### src/rtl/eespfal_pkg.sv
// Shared types and constants for the EESPFAL phase driver.
package eespfal_pkg;

  localparam int unsigned BIT_SIZE_DEF     = 4;
  localparam int unsigned PHASE_CYCLES_DEF = 4;
  localparam int unsigned DIS_CYCLES_DEF   = 2;
  localparam int unsigned ERR_CNT_W        = 8;
  localparam int unsigned CNT_W            = 8;

  typedef enum logic [2:0] {
    IDLE,
    DISCHARGE,
    LOAD,
    EVAL,
    HOLD,
    RECOVER,
    WAIT
  } phase_e;

  // Successor of each timed adiabatic phase; WAIT wraps back to IDLE.
  function automatic phase_e next_phase(input phase_e p);
    case (p)
      DISCHARGE: next_phase = LOAD;
      LOAD:      next_phase = EVAL;
      EVAL:      next_phase = HOLD;
      HOLD:      next_phase = RECOVER;
      RECOVER:   next_phase = WAIT;
      default:   next_phase = IDLE;
    endcase
  endfunction

endpackage

### src/rtl/eespfal_rail_checker.sv
// Captures the dual-rail macro result, flags non-complementary rails on
// enabled lanes and keeps a saturating count of faulty captures.
module eespfal_rail_checker
  import eespfal_pkg::*;
#(
  parameter int unsigned BIT_SIZE = BIT_SIZE_DEF
) (
  input  logic                 clk,
  input  logic                 rst_n,
  input  logic                 capture,
  input  logic [BIT_SIZE-1:0]  mask,
  input  logic [BIT_SIZE-1:0]  s_top,
  input  logic [BIT_SIZE-1:0]  s_bar_top,
  output logic [BIT_SIZE-1:0]  s_out,
  output logic                 s_valid,
  output logic                 s_err,
  output logic [ERR_CNT_W-1:0] err_cnt
);

  logic rail_fault_c;

  // A lane is faulty when both rails agree (null or short).
  always_comb begin
    rail_fault_c = |(~(s_top ^ s_bar_top) & mask);
  end

  // Result, strobe and saturating fault counter.
  always_ff @(posedge clk) begin
    if (!rst_n) begin
      s_out   <= '0;
      s_valid <= 1'b0;
      s_err   <= 1'b0;
      err_cnt <= '0;
    end else begin
      s_valid <= capture;
      if (capture) begin
        s_out <= s_top & mask;
        s_err <= rail_fault_c;
        if (rail_fault_c && (err_cnt != {ERR_CNT_W{1'b1}})) begin
          err_cnt <= err_cnt + ERR_CNT_W'(1);
        end
      end
    end
  end

endmodule

### src/rtl/eespfal_phase_driver.sv
// Phase sequencer and dual-rail driver for the 4-lane EESPFAL switch macro.
module eespfal_phase_driver
  import eespfal_pkg::*;
#(
  parameter int unsigned BIT_SIZE     = BIT_SIZE_DEF,
  parameter int unsigned PHASE_CYCLES = PHASE_CYCLES_DEF,
  parameter int unsigned DIS_CYCLES   = DIS_CYCLES_DEF
) (
  input  logic                 wb_clk_i,
  input  logic                 rst_n,
  input  logic                 start,
  input  logic [BIT_SIZE-1:0]  lane_en,
  input  logic [BIT_SIZE-1:0]  x_in,
  input  logic [BIT_SIZE-1:0]  k_in,
  output logic                 ready,
  output logic                 busy,
  output logic [BIT_SIZE-1:0]  clk_top,
  output logic [BIT_SIZE-1:0]  Dis_top,
  output logic                 Dis_Phase_top,
  output logic [BIT_SIZE-1:0]  x_top,
  output logic [BIT_SIZE-1:0]  x_bar_top,
  output logic [BIT_SIZE-1:0]  k_top,
  output logic [BIT_SIZE-1:0]  k_bar_top,
  input  logic [BIT_SIZE-1:0]  s_top,
  input  logic [BIT_SIZE-1:0]  s_bar_top,
  output logic [BIT_SIZE-1:0]  s_out,
  output logic                 s_valid,
  output logic                 s_err,
  output logic [ERR_CNT_W-1:0] err_cnt
);

  phase_e              state, state_nxt;
  logic [CNT_W-1:0]    cnt, cnt_nxt;
  logic [BIT_SIZE-1:0] mask, mask_nxt, x, x_nxt, k, k_nxt;
  logic                capture_c;
  logic                ready_nxt, dis_ph_nxt;
  logic [BIT_SIZE-1:0] clk_nxt, dis_nxt, x_top_nxt, x_bar_nxt, k_top_nxt, k_bar_nxt;
  logic                drive, eval;

  // Next phase, operand latch and next value of every macro-facing pin.
  always_comb begin
    state_nxt  = state;
    cnt_nxt    = cnt;
    mask_nxt   = mask;
    x_nxt      = x;
    k_nxt      = k;
    capture_c  = 1'b0;
    drive      = 1'b0;
    eval       = 1'b0;
    ready_nxt  = 1'b0;
    dis_ph_nxt = 1'b0;
    clk_nxt    = '0;
    dis_nxt    = '0;
    x_top_nxt  = '0;
    x_bar_nxt  = '0;
    k_top_nxt  = '0;
    k_bar_nxt  = '0;

    case (state)
      IDLE: begin
        if (start) begin
          state_nxt = DISCHARGE;
          cnt_nxt   = CNT_W'(DIS_CYCLES - 1);
          mask_nxt  = lane_en;
          x_nxt     = x_in;
          k_nxt     = k_in;
        end
      end
      DISCHARGE, LOAD, EVAL, HOLD, RECOVER, WAIT: begin
        capture_c = (state == HOLD) && (cnt == '0);
        if (cnt == '0) begin
          state_nxt = next_phase(state);
          cnt_nxt   = (state == WAIT) ? '0 : CNT_W'(PHASE_CYCLES - 1);
        end else begin
          cnt_nxt = cnt - CNT_W'(1);
        end
      end
      default: begin
        state_nxt = IDLE;
        cnt_nxt   = '0;
      end
    endcase

    drive      = (state_nxt == LOAD) || (state_nxt == EVAL) || (state_nxt == HOLD);
    eval       = (state_nxt == EVAL) || (state_nxt == HOLD);
    ready_nxt  = (state_nxt == IDLE);
    dis_ph_nxt = (state_nxt == DISCHARGE);
    clk_nxt    = eval ? mask_nxt : '0;
    dis_nxt    = dis_ph_nxt ? mask_nxt : '0;
    x_top_nxt  = drive ? (x_nxt & mask_nxt) : '0;
    x_bar_nxt  = drive ? (~x_nxt & mask_nxt) : '0;
    k_top_nxt  = drive ? (k_nxt & mask_nxt) : '0;
    k_bar_nxt  = drive ? (~k_nxt & mask_nxt) : '0;
  end

  // Phase state, operands and registered macro pins.
  always_ff @(posedge wb_clk_i) begin
    if (!rst_n) begin
      state         <= IDLE;
      cnt           <= '0;
      mask          <= '0;
      x             <= '0;
      k             <= '0;
      ready         <= 1'b1;
      busy          <= 1'b0;
      Dis_Phase_top <= 1'b0;
      clk_top       <= '0;
      Dis_top       <= '0;
      x_top         <= '0;
      x_bar_top     <= '0;
      k_top         <= '0;
      k_bar_top     <= '0;
    end else begin
      state         <= state_nxt;
      cnt           <= cnt_nxt;
      mask          <= mask_nxt;
      x             <= x_nxt;
      k             <= k_nxt;
      ready         <= ready_nxt;
      busy          <= ~ready_nxt;
      Dis_Phase_top <= dis_ph_nxt;
      clk_top       <= clk_nxt;
      Dis_top       <= dis_nxt;
      x_top         <= x_top_nxt;
      x_bar_top     <= x_bar_nxt;
      k_top         <= k_top_nxt;
      k_bar_top     <= k_bar_nxt;
    end
  end

  eespfal_rail_checker #(
    .BIT_SIZE(BIT_SIZE)
  ) u_rail_checker (
    .clk       (wb_clk_i),
    .rst_n     (rst_n),
    .capture   (capture_c),
    .mask      (mask),
    .s_top     (s_top),
    .s_bar_top (s_bar_top),
    .s_out     (s_out),
    .s_valid   (s_valid),
    .s_err     (s_err),
    .err_cnt   (err_cnt)
  );

endmodule

### config.mk
export PLATFORM = sky130hd
export DESIGN_NAME = eespfal_phase_driver
export DESIGN_NICKNAME = d
export VERILOG_FILES = /design/src/rtl/eespfal_pkg.sv /design/src/rtl/eespfal_rail_checker.sv /design/src/rtl/eespfal_phase_driver.sv
export SDC_FILE = /design/constraint.sdc
export NUM_CORES = 1
export LEC_CHECK = 0
export CAP_MARGIN = 20
export CELL_PAD_IN_SITES_DETAIL_PLACEMENT = 1
export CELL_PAD_IN_SITES_GLOBAL_PLACEMENT = 2
export CORE_UTILIZATION = 31
export DETAILED_ROUTE_END_ITERATION = 16
export GPL_ROUTABILITY_DRIVEN = 0
export GPL_TIMING_DRIVEN = 0
export PLACE_DENSITY_LB_ADDON = 0.08
export SLEW_MARGIN = 20
export SYNTH_ARGS = -nofsm -noshare
export SYNTH_HDL_FRONTEND = slang
export SYNTH_SLANG_ARGS = --single-unit
### constraint.sdc
create_clock -name wb_clk_i -period 4.3 [get_ports wb_clk_i]
set_input_delay 1.075 -clock wb_clk_i [delete_from_list [all_inputs] [get_ports wb_clk_i]]
set_output_delay 1.075 -clock wb_clk_i [all_outputs]
set_load 0.02 [all_outputs]
==> results of run 1 <==
-- sequential cells by signal (all words and copies together) (netlist names) --
signal                  count
ready                       1
u_rail_checker.err_cnt      8
k_bar_top                   4
u_rail_checker.s_err        1
k_top                       4
clk_top                     4
x_top                       4
k                           4
x_bar_top                   4
Dis_Phase_top               1
Dis_top                     4
x                           4
u_rail_checker.s_out        4
cnt                         8
mask                        4
u_rail_checker.s_valid      1
busy                        1
state                       3
-- cell usage after synthesis (2+ instances only) --
cell type	n	area share [%]
nand3b_1	18	5.1
nor4_1	2	0.47
nor2b_1	2	0.47
o21ai_0	9	1.7
ha_1	3	1.4
xor2_1	3	0.99
a22o_2	2	0.75
nor3_1	7	1.3
nand3_1	27	5.1
and3_1	2	0.47
nand4_1	4	0.94
nor2_1	26	3.7
a21o_1	2	0.56
mux2i_1	7	2.6
nand2_1	35	4.9
xnor2_1	7	2.3
buf_2	5	0.94
or3_1	3	0.70
a21oi_1	37	7.0
nand2b_1	3	0.70
clkbuf_1	7	0.99
inv_1	6	0.85
dfxtp_1	64	48
and2_1	2	0.47
or4_1	2	0.56
-- layer usage --
| metal | routed length (µm) | vias to the layer above | track usage [%] |
|---|---|---|---|
| met5 | 0 | - | 0 |
| met4 | 106 | 0 | 7.20 |
| met3 | 382 | 9 | 4.43 |
| met2 | 3320 | 58 | 28.5 |
| met1 | 3940 | 1174 | 25.4 |
| li1 | - | 1224 | - |
-- per-stage QoR --
stage	hold slack [ps]	power [W]	instance area (µm²)	std cells
after floorplan	444	0.00137	2660	304
after global placement	441	0.00165	3430	472
after detailed placement	448	0.00165	3430	472
after CTS	457	0.00227	3650	488
after global routing	493	0.00241	3650	488
final	454	0.00225	3650	488
-- final cells by class --
type	count	area, µm²
clock buffers	10	138
clock inverters	6	90.1
well taps	105	131
plain buffers	14	71.3
flip-flops and latches	64	1280
multi-input cells	219	1280
repair buffers	63	631
inverters	7	26.3
fillers	995	4600
-- report_power, final --
part           total, W  internal, W  switching (W)
logic          0.000860     0.000332       0.000529
clock network  0.000602     0.000344       0.000258
registers      0.000782     0.000694      0.0000883
-- worst min-delay path by stage --
| stage | start | slack [ps] | endpoint | depth (start not counted) |
|---|---|---|---|---|
| 4_1_cts | u_rail_checker.s_out[3]$_SDFFE_PN0P_ | 460 | u_rail_checker.s_out[3]$_SDFFE_PN0P_ | 2 |
| 3_3_place_gp | u_rail_checker.s_out[3]$_SDFFE_PN0P_ | 440 | u_rail_checker.s_out[3]$_SDFFE_PN0P_ | 2 |
| 3_5_place_dp | u_rail_checker.s_out[3]$_SDFFE_PN0P_ | 450 | u_rail_checker.s_out[3]$_SDFFE_PN0P_ | 2 |
| 5_1_grt | u_rail_checker.s_out[3]$_SDFFE_PN0P_ | 490 | u_rail_checker.s_out[3]$_SDFFE_PN0P_ | 2 |
| 6_report | u_rail_checker.s_out[3]$_SDFFE_PN0P_ | 450 | u_rail_checker.s_out[3]$_SDFFE_PN0P_ | 2 |
| 2_1_floorplan | x[3]$_SDFF_PN0_ | 440 | x[3]$_SDFF_PN0_ | 2 |
-- cells by family (layout without fill, tap and decap cells) --
kind of cell / after synthesis / after routing / synth area share, %
buf+inv: 21 / 100 / 3.66
fa+ha+maj: 4 / 4 / 1.79
compound gates: 61 / 61 / 14.0
mux: 7 / 7 / 2.63
simple gates: 137 / 137 / 26.5
xor+xnor: 10 / 10 / 3.29
flops: 64 / 64 / 48.1
-- worst max-delay path: cells and delay by family --
kind	cells	cell delay [ps]
and+or+nand+nor	1	180
buffers and inverters	2	1140
AOI/OAI and AO/OA	1	390
==> results_tabular.tex, run 1 <==
\begin{tabular}{lr}
\hline
Metric & Value \\
\hline
\multicolumn{2}{l}{\textbf{Run status}} \\
Outcome & completed \\
\multicolumn{2}{l}{\textbf{STA}} \\
Post-route clock period utilization & 58.4\% \\
Final worst clock skew & 12.8 ps \\
Sum of negative setup slack & 0 ps \\
Shortest clock period the worst path allows after layout & 2510 ps \\
Transition time at the pin with the least slew margin & 570 ps \\
Hold Fails Final Rpt & 0 \\
Max Transition Viols Final & 0 \\
Relative max-transition margin & between 60\% and 70\% \\
Final setup violation count & 0 \\
Post-route setup slack & between 1500 and 2000 ps \\
Setup repair after global routing missed its margin & no \\
Maximum clock frequency & 0.398 GHz \\
\multicolumn{2}{l}{\textbf{Yosys}} \\
Net count of the mapped netlist & 330 \\
Average size of a mapped cell & 8.76 µm² \\
Cell area after synthesis & about 2700 µm² \\
Count of distinct cell types in the synthesized netlist & 44 \\
Fraction of the yosys area taken by sequential cells & 48.1\% \\
EDFF count, synth & 0 \\
Number of warnings printed during yosys synthesis & 0 \\
Post-synthesis cell count & approximately 300 \\
Ys async rst share & 0\% \\
Prevailing post-synth register cell & dfxtp\_1 \\
Seq cells post-synth & 64 \\
\multicolumn{2}{l}{\textbf{Placed design}} \\
Number of port buffers & 63 \\
Estimated wirelength of the detail-placed design & 5520 µm \\
Worst slack after detailed placement & 1360 ps \\
\multicolumn{2}{l}{\textbf{Worst setup path}} \\
CP endpoint kind & register \\
Register-to-register setup slack & 2140 ps \\
Source of the worst register-to-register timing path & state[1]\$\_SDFF\_PN0\_ \\
Element type at the critical path start & input port \\
Critical register-to-register path endpoint & Dis\_top[1]\$\_SDFF\_PN0\_ \\
Critical-path cell with the highest stage delay & clkdlybuf4s50\_1 \\
Endpoint required time on the critical path & 4580 ps \\
Arrival time reported for the critical path endpoint & 2790 ps \\
Crit. Startpoint & rst\_n \\
End point of the critical path & Dis\_top[2]\$\_SDFF\_PN0\_ \\
Type of the setup path with the least slack & in2reg \\
Critical path's largest stage delay & 660 ps \\
Reg2Reg Depth & 6 \\
Max FO, Critical Path & 10 \\
Critical Path, Cell by Cell & clkdlybuf4s50\_1 > clkbuf\_1 > o2111ai\_1 > nor2\_1 \\
\multicolumn{2}{l}{\textbf{Clock tree}} \\
\# H-tree levels & 3 \\
Post-CTS Setup Bufs & 0 \\
Maximum root-to-sink buffer count & 2 \\
Number of instances resized during post-cts repair & 0 \\
Root buffer cell & clkbuf\_8 \\
CTS tree & yes \\
Count of hold buffers inserted by post-cts repair & 0 \\
Number of clock sinks seen by CTS & 64 \\
Worst-path clk slew & $\sim$70 ps \\
Number of clock buffers inserted by TritonCTS & 9 \\
Worst skew pair latency & 350 ps \\
\multicolumn{2}{l}{\textbf{Die}} \\
Top Ports & 64 \\
Height of the die & 94.7 µm \\
Initial Util & 32.3\% \\
Horizontal die dimension & 94.7 µm \\
Area of the die & 8970 µm² \\
Standard cell core area & roughly 8300 µm² \\
Std cell rows & 33 \\
\multicolumn{2}{l}{\textbf{Power}} \\
Leakage power of the design & 1.29 nW \\
Peak supply drop & $\sim$0.24 mV \\
Total power per unit cell area & 614 nW/µm² \\
\multicolumn{2}{l}{\textbf{Drt}} \\
Antenna-violating nets left & 0 \\
Overall routed net length & roughly 7800 µm \\
Average via count per standard cell & slightly above 5 \\
Vias post-DR & 2,465 \\
Remaining design rule violation count & 0 \\
Avg WL per Cell & 15.9 µm \\
Initial detailed-routing violation count & 51 \\
Detailed-routing iteration count for the pre-antenna-repair pass & 4 \\
\multicolumn{2}{l}{\textbf{Final layout}} \\
Top library cells by usage in the layout, fill and taps aside & 64 x dfxtp\_1, 63 x clkdlybuf4s50\_1, 37 x a21oi\_1, 35 x nand2\_1, 27 x nand3\_1 \\
Most frequent standard cell in the layout excluding fill and tap cells & dfxtp\_1 \\
Net count of the finished layout & roughly 400 \\
Proportion of layout cells with a drive suffix above 1 & 7.57\% \\
Antenna diode count & 0 \\
Synthesis-to-finish area growth & 37.2\% \\
Final core area utilization & 44.2\% \\
\multicolumn{2}{l}{\textbf{Min path}} \\
Hold Crit Class & reg2reg \\
\multicolumn{2}{l}{\textbf{GRT}} \\
Antenna violations before repair & 0 \\
Leftover overflow at the end of global routing & 0 \\
Total global routing track utilization & approximately a fifth \\
Number of global-route vias before repair & 2,470 \\
Wire length of the first global-routing pass & 12,400 µm \\
Pin count of the biggest net entering global routing & 13 \\
\multicolumn{2}{l}{\textbf{Run}} \\
Reported max-cap violation count & 0 \\
\hline
\end{tabular}
No activity file was read; power rests on OpenSTA's default activity.
==> inputs of run 2 (changes only) <==
--- a/config.mk
+++ b/config.mk
@@ -8,7 +8,7 @@
 export CAP_MARGIN = 20
 export CELL_PAD_IN_SITES_DETAIL_PLACEMENT = 1
 export CELL_PAD_IN_SITES_GLOBAL_PLACEMENT = 2
-export CORE_UTILIZATION = 31
+export CORE_UTILIZATION = 29
 export DETAILED_ROUTE_END_ITERATION = 16
 export GPL_ROUTABILITY_DRIVEN = 0
 export GPL_TIMING_DRIVEN = 0
==> constraint.sdc (replaced) <==
create_clock -name wb_clk_i -period 2.45 [get_ports wb_clk_i]
set_input_delay 0.6125 -clock wb_clk_i [delete_from_list [all_inputs] [get_ports wb_clk_i]]
set_output_delay 0.6125 -clock wb_clk_i [all_outputs]
set_load 0.02 [all_outputs]
==> results_tabular.tex, run 2 (synthesized netlist as in run 1, its figures left out) <==
\begin{tabular}{lr}
\hline
Metric & Value \\
\hline
\multicolumn{2}{l}{\textbf{Run status}} \\
Outcome & finished, violations left \\
Violated checks & DRC \\
\multicolumn{2}{l}{\textbf{Final layout}} \\
Proportion of layout cells with a drive suffix above 1 & roughly 7.3\% \\
Synthesis-to-finish area growth & 35.9\% \\
Most frequent standard cell in the layout excluding fill and tap cells & dfxtp\_1 \\
Final cell count without fillers & 490 \\
Net count of the finished layout & 404 \\
Largest registers ranked by flip-flop count & cnt x8, u\_rail\_checker.err\_cnt x8 \\
Top library cells by usage in the layout, fill and taps aside & 64 x dfxtp\_1, 63 x clkdlybuf4s50\_1, 37 x a21oi\_1, 35 x nand2\_1, 27 x nand3\_1 \\
Final core area utilization & 41.1\% \\
Antenna diode count & 0 \\
\multicolumn{2}{l}{\textbf{Power}} \\
Cell Int Power & 0.00227 W \\
Peak supply drop & roughly 0.35 mV \\
Share of total power consumed by net switching & around two fifths \\
Leakage power of the design & 1.27 nW \\
Net load switching power & 0.00150 W \\
Total power per unit cell area & between 1000 and 1500 nW/µm² \\
Sequential cell fraction of total power & 36.4\% \\
Comb power frac & 40.1\% \\
Part of the power in the clock network & 23.5\% \\
\multicolumn{2}{l}{\textbf{STA}} \\
Hold Fails Final Rpt & 0 \\
Max Transition Viols Final & 0 \\
Relative max-transition margin & roughly 57\% \\
Transition time at the pin with the least slew margin & roughly 640 ps \\
Post-Route Hold Slack & 468 ps \\
Post-route clock period utilization & 83.3\% \\
Shortest clock period the worst path allows after layout & 2040 ps \\
Final worst clock skew & 6.67 ps \\
Maximum clock frequency & 0.490 GHz \\
Sum of negative setup slack & 0 ps \\
Final setup violation count & 0 \\
Setup repair after global routing missed its margin & no \\
\multicolumn{2}{l}{\textbf{Worst setup path}} \\
Source of the worst register-to-register timing path & cnt[2]\$\_SDFFE\_PN0P\_ \\
CP endpoint kind & register \\
Type of the setup path with the least slack & reg2reg \\
Critical-path cell with the highest stage delay & nor4\_4 \\
Reg2Reg Depth & 7 \\
Element type at the critical path start & register \\
Number of buffers and inverters on the critical path & 2 \\
Arrival time reported for the critical path endpoint & 2270 ps \\
Register-to-register setup slack & 410 ps \\
Critical register-to-register path endpoint & x\_top[2]\$\_SDFF\_PN0\_ \\
Family of cells with the greatest summed delay on the critical path & simple AND/OR/NAND/NOR gates \\
Top cell by count, worst path & buf\_2 \\
Max FO, Critical Path & 10 \\
Critical Path, Cell by Cell & nor4\_4 > and3\_2 > buf\_2 > o22ai\_1 > nand2\_1 > buf\_2 > a21oi\_1 \\
Critical path's largest stage delay & $\sim$400 ps \\
Endpoint required time on the critical path & 2680 ps \\
\multicolumn{2}{l}{\textbf{Min path}} \\
Worst hold endpoint & u\_rail\_checker.s\_out[3]\$\_SDFFE\_PN0P\_ \\
Hold Crit Class & reg2reg \\
Hold Crit Start & u\_rail\_checker.s\_out[3]\$\_SDFFE\_PN0P\_ \\
Worst Hold Depth & 2 \\
\multicolumn{2}{l}{\textbf{Die}} \\
Horizontal die dimension & roughly 98 µm \\
Height of the die & 97.8 µm \\
Std cell rows & 34 \\
Initial Util & 30.3\% \\
Standard cell core area & $\sim$9000 µm² \\
Top Ports & 64 \\
Area of the die & 9570 µm² \\
\multicolumn{2}{l}{\textbf{Placed design}} \\
Number of port buffers & 63 \\
Estimated wirelength of the detail-placed design & 5580 µm \\
Number of placed cells counting well taps & 475 \\
\multicolumn{2}{l}{\textbf{Drt}} \\
Avg WL per Cell & approximately 16 µm \\
Initial detailed-routing violation count & 87 \\
Antenna-violating nets left & 0 \\
Average via count per standard cell & 5.02 \\
Vias post-DR & $\sim$2,500 \\
Detailed-routing iteration count for the pre-antenna-repair pass & 12 \\
Overall routed net length & 7800 µm \\
Remaining design rule violation count & 12 \\
\multicolumn{2}{l}{\textbf{Clock tree}} \\
Number of instances resized during post-cts repair & 0 \\
Root buffer cell & clkbuf\_8 \\
Count of hold buffers inserted by post-cts repair & 0 \\
Maximum root-to-sink buffer count & 2 \\
Post-CTS Setup Bufs & 0 \\
CTS tree & yes \\
Worst-path clk slew & around 70 ps \\
Number of clock sinks seen by CTS & 64 \\
Worst skew pair latency & 340 ps \\
\# H-tree levels & 3 \\
Number of clock buffers inserted by TritonCTS & 9 \\
\multicolumn{2}{l}{\textbf{GRT}} \\
Total global routing track utilization & 17.2\% \\
Number of global-route vias before repair & 2,543 \\
Leftover overflow at the end of global routing & 0 \\
Pin count of the biggest net entering global routing & 11 \\
Antenna violations before repair & 0 \\
Wire length of the first global-routing pass & between 10,000 and 15,000 µm \\
\multicolumn{2}{l}{\textbf{Run}} \\
Reported max-cap violation count & 0 \\
\hline
\end{tabular}
run 2: cell types whose count changed in the layout (fill, tap and decap cells not counted):
cell       change
clkbuf_8       +3
clkinv_4       -1
inv_6          -1
bufinv_16      -2
run 2: worst max path at each step:
stage	slack, ps	cells past startpoint	end	startpoint
after floorplan	820	7	k_bar_top[3]$_SDFF_PN0_	cnt[2]$_SDFFE_PN0P_
after global placement	3	4	Dis_top[2]$_SDFF_PN0_	rst_n
after detailed placement	40	4	k[2]$_SDFF_PN0_	rst_n
after CTS	370	4	k[2]$_SDFF_PN0_	rst_n
after global routing	260	7	k_bar_top[3]$_SDFF_PN0_	cnt[2]$_SDFFE_PN0P_
final	410	7	x_top[2]$_SDFF_PN0_	cnt[2]$_SDFFE_PN0P_
run 2: cell type report:
class / instances / area, µm²
Clock buffer: 13 / 179
Buffer: 14 / 71.3
Multi-Input combinational cell: 219 / 1280
Inverter: 7 / 26.3
Fill cell: 1040 / 5180
Clock inverter: 2 / 12.5
Sequential cell: 64 / 1280
Tap cell: 108 / 135
Timing Repair Buffer: 63 / 631
run 2: power by group through the flow:
stage	clock network [W]	registers (W)	logic, W
6_report	0.000889	0.00137	0.00151
5_1_grt	0.000964	0.00140	0.00168
4_1_cts	0.000917	0.00137	0.00152
3_5_place_dp	0	0.00140	0.00151
3_3_place_gp	0	0.00139	0.00151
2_1_floorplan	0	0.00143	0.000971
run 2: worst register-to-register path, cell delays in order (launching register included):
cell and delay (ps):
dfxtp_1 380, nor4_4 410, and3_2 230, buf_2 160
o22ai_1 100, nand2_1 270, buf_2 310, a21oi_1 70
run 2: through the flow:
stage / area, µm² / total power, W / worst slack (ps)
after global routing: 3620 / 0.00404 / 255
final: 3620 / 0.00378 / 408
after floorplan: 2660 / 0.00240 / 816
after detailed placement: 3430 / 0.00290 / 37.9
after CTS: 3620 / 0.00381 / 373
after global placement: 3430 / 0.00290 / 2.97
run 2: metal layers:
metal | track usage (%) | share of wire [%] | vias up | wire length [µm]
li1 | - | - | 1215 | -
met1 | 23.2 | 52 | 1183 | 4050
met5 | 0 | 0 | - | 0
met4 | 6.29 | 0.79 | 0 | 62
met3 | 4.72 | 4.0 | 7 | 310
met2 | 26.1 | 43 | 57 | 3380
==> inputs of run 3 (changes only) <==
==> constraint.sdc (replaced) <==
create_clock -name wb_clk_i -period 2 [get_ports wb_clk_i]
set_input_delay 0.5 -clock wb_clk_i [delete_from_list [all_inputs] [get_ports wb_clk_i]]
set_output_delay 0.5 -clock wb_clk_i [all_outputs]
set_load 0.02 [all_outputs]
==> results_tabular.tex, run 3 (synthesized netlist as in run 1, its figures left out) <==
\begin{tabular}{lr}
\hline
Metric & Value \\
\hline
\multicolumn{2}{l}{\textbf{Final layout}} \\
Post-route standard cell area excluding fillers & 3660 µm² \\
Proportion of layout cells with a drive suffix above 1 & 9.61\% \\
Top library cells by usage in the layout, fill and taps aside & 64 x dfxtp\_1, 63 x clkdlybuf4s50\_1, 37 x a21oi\_1, 34 x nand2\_1, 27 x nand3\_1 \\
Most frequent standard cell in the layout excluding fill and tap cells & dfxtp\_1 \\
Largest registers ranked by flip-flop count & cnt x8, u\_rail\_checker.err\_cnt x8 \\
Antenna diode count & 0 \\
Synthesis-to-finish area growth & 37.5\% \\
Net count of the finished layout & 407 \\
Final cell count without fillers & 493 \\
\multicolumn{2}{l}{\textbf{Die}} \\
Height of the die & between 90 and 100 µm \\
Standard cell core area & 8810 µm² \\
Horizontal die dimension & 97.8 µm \\
Std cell rows & 34 \\
Area of the die & roughly 9600 µm² \\
Initial Util & 30.3\% \\
Top Ports & 64 \\
\multicolumn{2}{l}{\textbf{Power}} \\
Peak supply drop & 0.427 mV \\
Share of total power consumed by net switching & 39.8\% \\
Cell Int Power & around 0.0028 W \\
Leakage power of the design & 1.29 nW \\
Total power per unit cell area & 1270 nW/µm² \\
Net load switching power & $\sim$0.0019 W \\
Part of the power in the clock network & 23.4\% \\
Comb power frac & roughly two fifths \\
Sequential cell fraction of total power & approximately 36\% \\
\multicolumn{2}{l}{\textbf{Worst setup path}} \\
Register-to-register setup slack & 130 ps \\
Critical path's largest stage delay & 640 ps \\
Source of the worst register-to-register timing path & state[1]\$\_SDFF\_PN0\_ \\
Arrival time reported for the critical path endpoint & around 1400 ps \\
CP endpoint kind & primary output \\
Element type at the critical path start & register \\
End point of the critical path & err\_cnt[3] \\
Endpoint required time on the critical path & 1500 ps \\
Cell depth of the worst setup path & 1 \\
Max FO, Critical Path & 7 \\
Number of buffers and inverters on the critical path & 1 \\
Family of cells with the greatest summed delay on the critical path & buffers and inverters \\
Crit. Startpoint & u\_rail\_checker.err\_cnt[3]\$\_SDFFE\_PN0P\_ \\
Critical Path, Cell by Cell & clkdlybuf4s50\_1 \\
Critical register-to-register path endpoint & k\_bar\_top[2]\$\_SDFF\_PN0\_ \\
Reg2Reg Depth & 6 \\
Type of the setup path with the least slack & reg2out \\
Critical-path cell with the highest stage delay & clkdlybuf4s50\_1 \\
\multicolumn{2}{l}{\textbf{Run status}} \\
Violated checks & DRC \\
Outcome & finished, violations left \\
\multicolumn{2}{l}{\textbf{Placed design}} \\
Number of port buffers & 63 \\
Estimated wirelength of the detail-placed design & 5580 µm \\
Number of placed cells counting well taps & 475 \\
Cell Area, Placed & about 3400 µm² \\
Worst slack after detailed placement & -300 ps \\
\multicolumn{2}{l}{\textbf{GRT}} \\
Total global routing track utilization & 17.2\% \\
Wire length of the first global-routing pass & 12,900 µm \\
Most heavily used metal layer in global routing & met2 \\
GR Util met2 & a little over a quarter \\
Antenna violations before repair & 0 \\
Pin count of the biggest net entering global routing & 11 \\
Leftover overflow at the end of global routing & 0 \\
Number of global-route vias before repair & 2,548 \\
GR met3 Demand/Resource & 4.72\% \\
Global routing met1 resource utilization & a little under a quarter \\
\multicolumn{2}{l}{\textbf{Clock tree}} \\
Maximum root-to-sink buffer count & 2 \\
Count of hold buffers inserted by post-cts repair & 0 \\
Root buffer cell & clkbuf\_8 \\
Number of clock buffers inserted by TritonCTS & 9 \\
\# H-tree levels & 3 \\
Worst-path clk slew & 70 ps \\
CTS tree & yes \\
Number of clock sinks seen by CTS & 64 \\
Worst skew pair latency & 340 ps \\
\multicolumn{2}{l}{\textbf{Drt}} \\
Vias post-DR & about 2,500 \\
Average via count per standard cell & 5.03 \\
Overall routed net length & a little under 8000 µm \\
Detailed-routing iteration count for the pre-antenna-repair pass & 12 \\
Initial detailed-routing violation count & 92 \\
Avg WL per Cell & between 15 and 20 µm \\
Remaining design rule violation count & 12 \\
Antenna-violating nets left & 0 \\
\multicolumn{2}{l}{\textbf{STA}} \\
Transition time at the pin with the least slew margin & 650 ps \\
Final setup violation count & 0 \\
Sum of negative setup slack & 0 ps \\
Post-route setup slack & 103 ps \\
Maximum clock frequency & 0.527 GHz \\
Post-Route Hold Slack & 470 ps \\
Max Transition Viols Final & 0 \\
Setup repair after global routing missed its margin & yes \\
Shortest clock period the worst path allows after layout & 1900 ps \\
Relative max-transition margin & 56.2\% \\
Final worst clock skew & between 5 and 6 ps \\
Hold Fails Final Rpt & 0 \\
Post-route clock period utilization & 94.8\% \\
\multicolumn{2}{l}{\textbf{Min path}} \\
Hold Crit Class & reg2reg \\
\multicolumn{2}{l}{\textbf{Run}} \\
Reported max-cap violation count & 0 \\
\hline
\end{tabular}
run 3: what timing repair did:
item,in CTS,in global routing
gates resized for setup,2,7
pin swaps,0,1
setup buffers,0,3
setup endpoints to repair,11,20
endpoints found under the hold margin,0,0
run 3: per-layer routing:
metal	wire length [µm]	up-vias
li1	-	1221
met2	3420	55
met4	60	0
met3	320	7
met1	4030	1196
met5	0	-
run 3: metrics by stage:
stage | power [W] | utilization, %
final | 0.00466 | 41.6
after global routing | 0.00498 | 41.6
after CTS | 0.00468 | 41.2
after detailed placement | 0.00356 | 38.9
after global placement | 0.00356 | 38.9
after floorplan | 0.00295 | -
run 3: power by group through the flow:
| stage | Combinational, W | Sequential [W] | Clock, W |
|---|---|---|---|
| floorplan | 0.00119 | 0.00176 | 0 |
| global placement | 0.00185 | 0.00171 | 0 |
| detailed placement | 0.00185 | 0.00171 | 0 |
| CTS | 0.00187 | 0.00168 | 0.00112 |
| global route | 0.00208 | 0.00172 | 0.00118 |
| finish | 0.00188 | 0.00169 | 0.00109 |
run 3: final cells by class:
class | instances | area [µm²]
clock inverters | 2 | 12.5
fillers | 1039 | 5140
multi-input cells | 219 | 1290
inverters | 7 | 30.0
flip-flops and latches | 64 | 1280
repair buffers | 66 | 653
clock buffers | 13 | 179
plain buffers | 14 | 76.3
well taps | 108 | 135
run 3: worst min-delay path by stage:
stage                                         startpoint                                    to  slack (ps)  cells past startpoint
finish              u_rail_checker.s_out[3]$_SDFFE_PN0P_  u_rail_checker.s_out[3]$_SDFFE_PN0P_         470                      2
global route                             x[3]$_SDFF_PN0_                       x[3]$_SDFF_PN0_         500                      2
CTS                 u_rail_checker.s_out[3]$_SDFFE_PN0P_  u_rail_checker.s_out[3]$_SDFFE_PN0P_         470                      2
detailed placement  u_rail_checker.s_out[3]$_SDFFE_PN0P_  u_rail_checker.s_out[3]$_SDFFE_PN0P_         450                      2
global placement    u_rail_checker.s_out[3]$_SDFFE_PN0P_  u_rail_checker.s_out[3]$_SDFFE_PN0P_         440                      2
floorplan                                x[3]$_SDFF_PN0_                       x[3]$_SDFF_PN0_         440                      2
run 3: worst reg2reg max path, cell delays in order (launching register included):
cell and delay, ps:
dfxtp_1 330, clkbuf_1 340, nor3_2 120, nand2_1 240, clkbuf_1 450, nand3b_1 130, a21oi_1 180
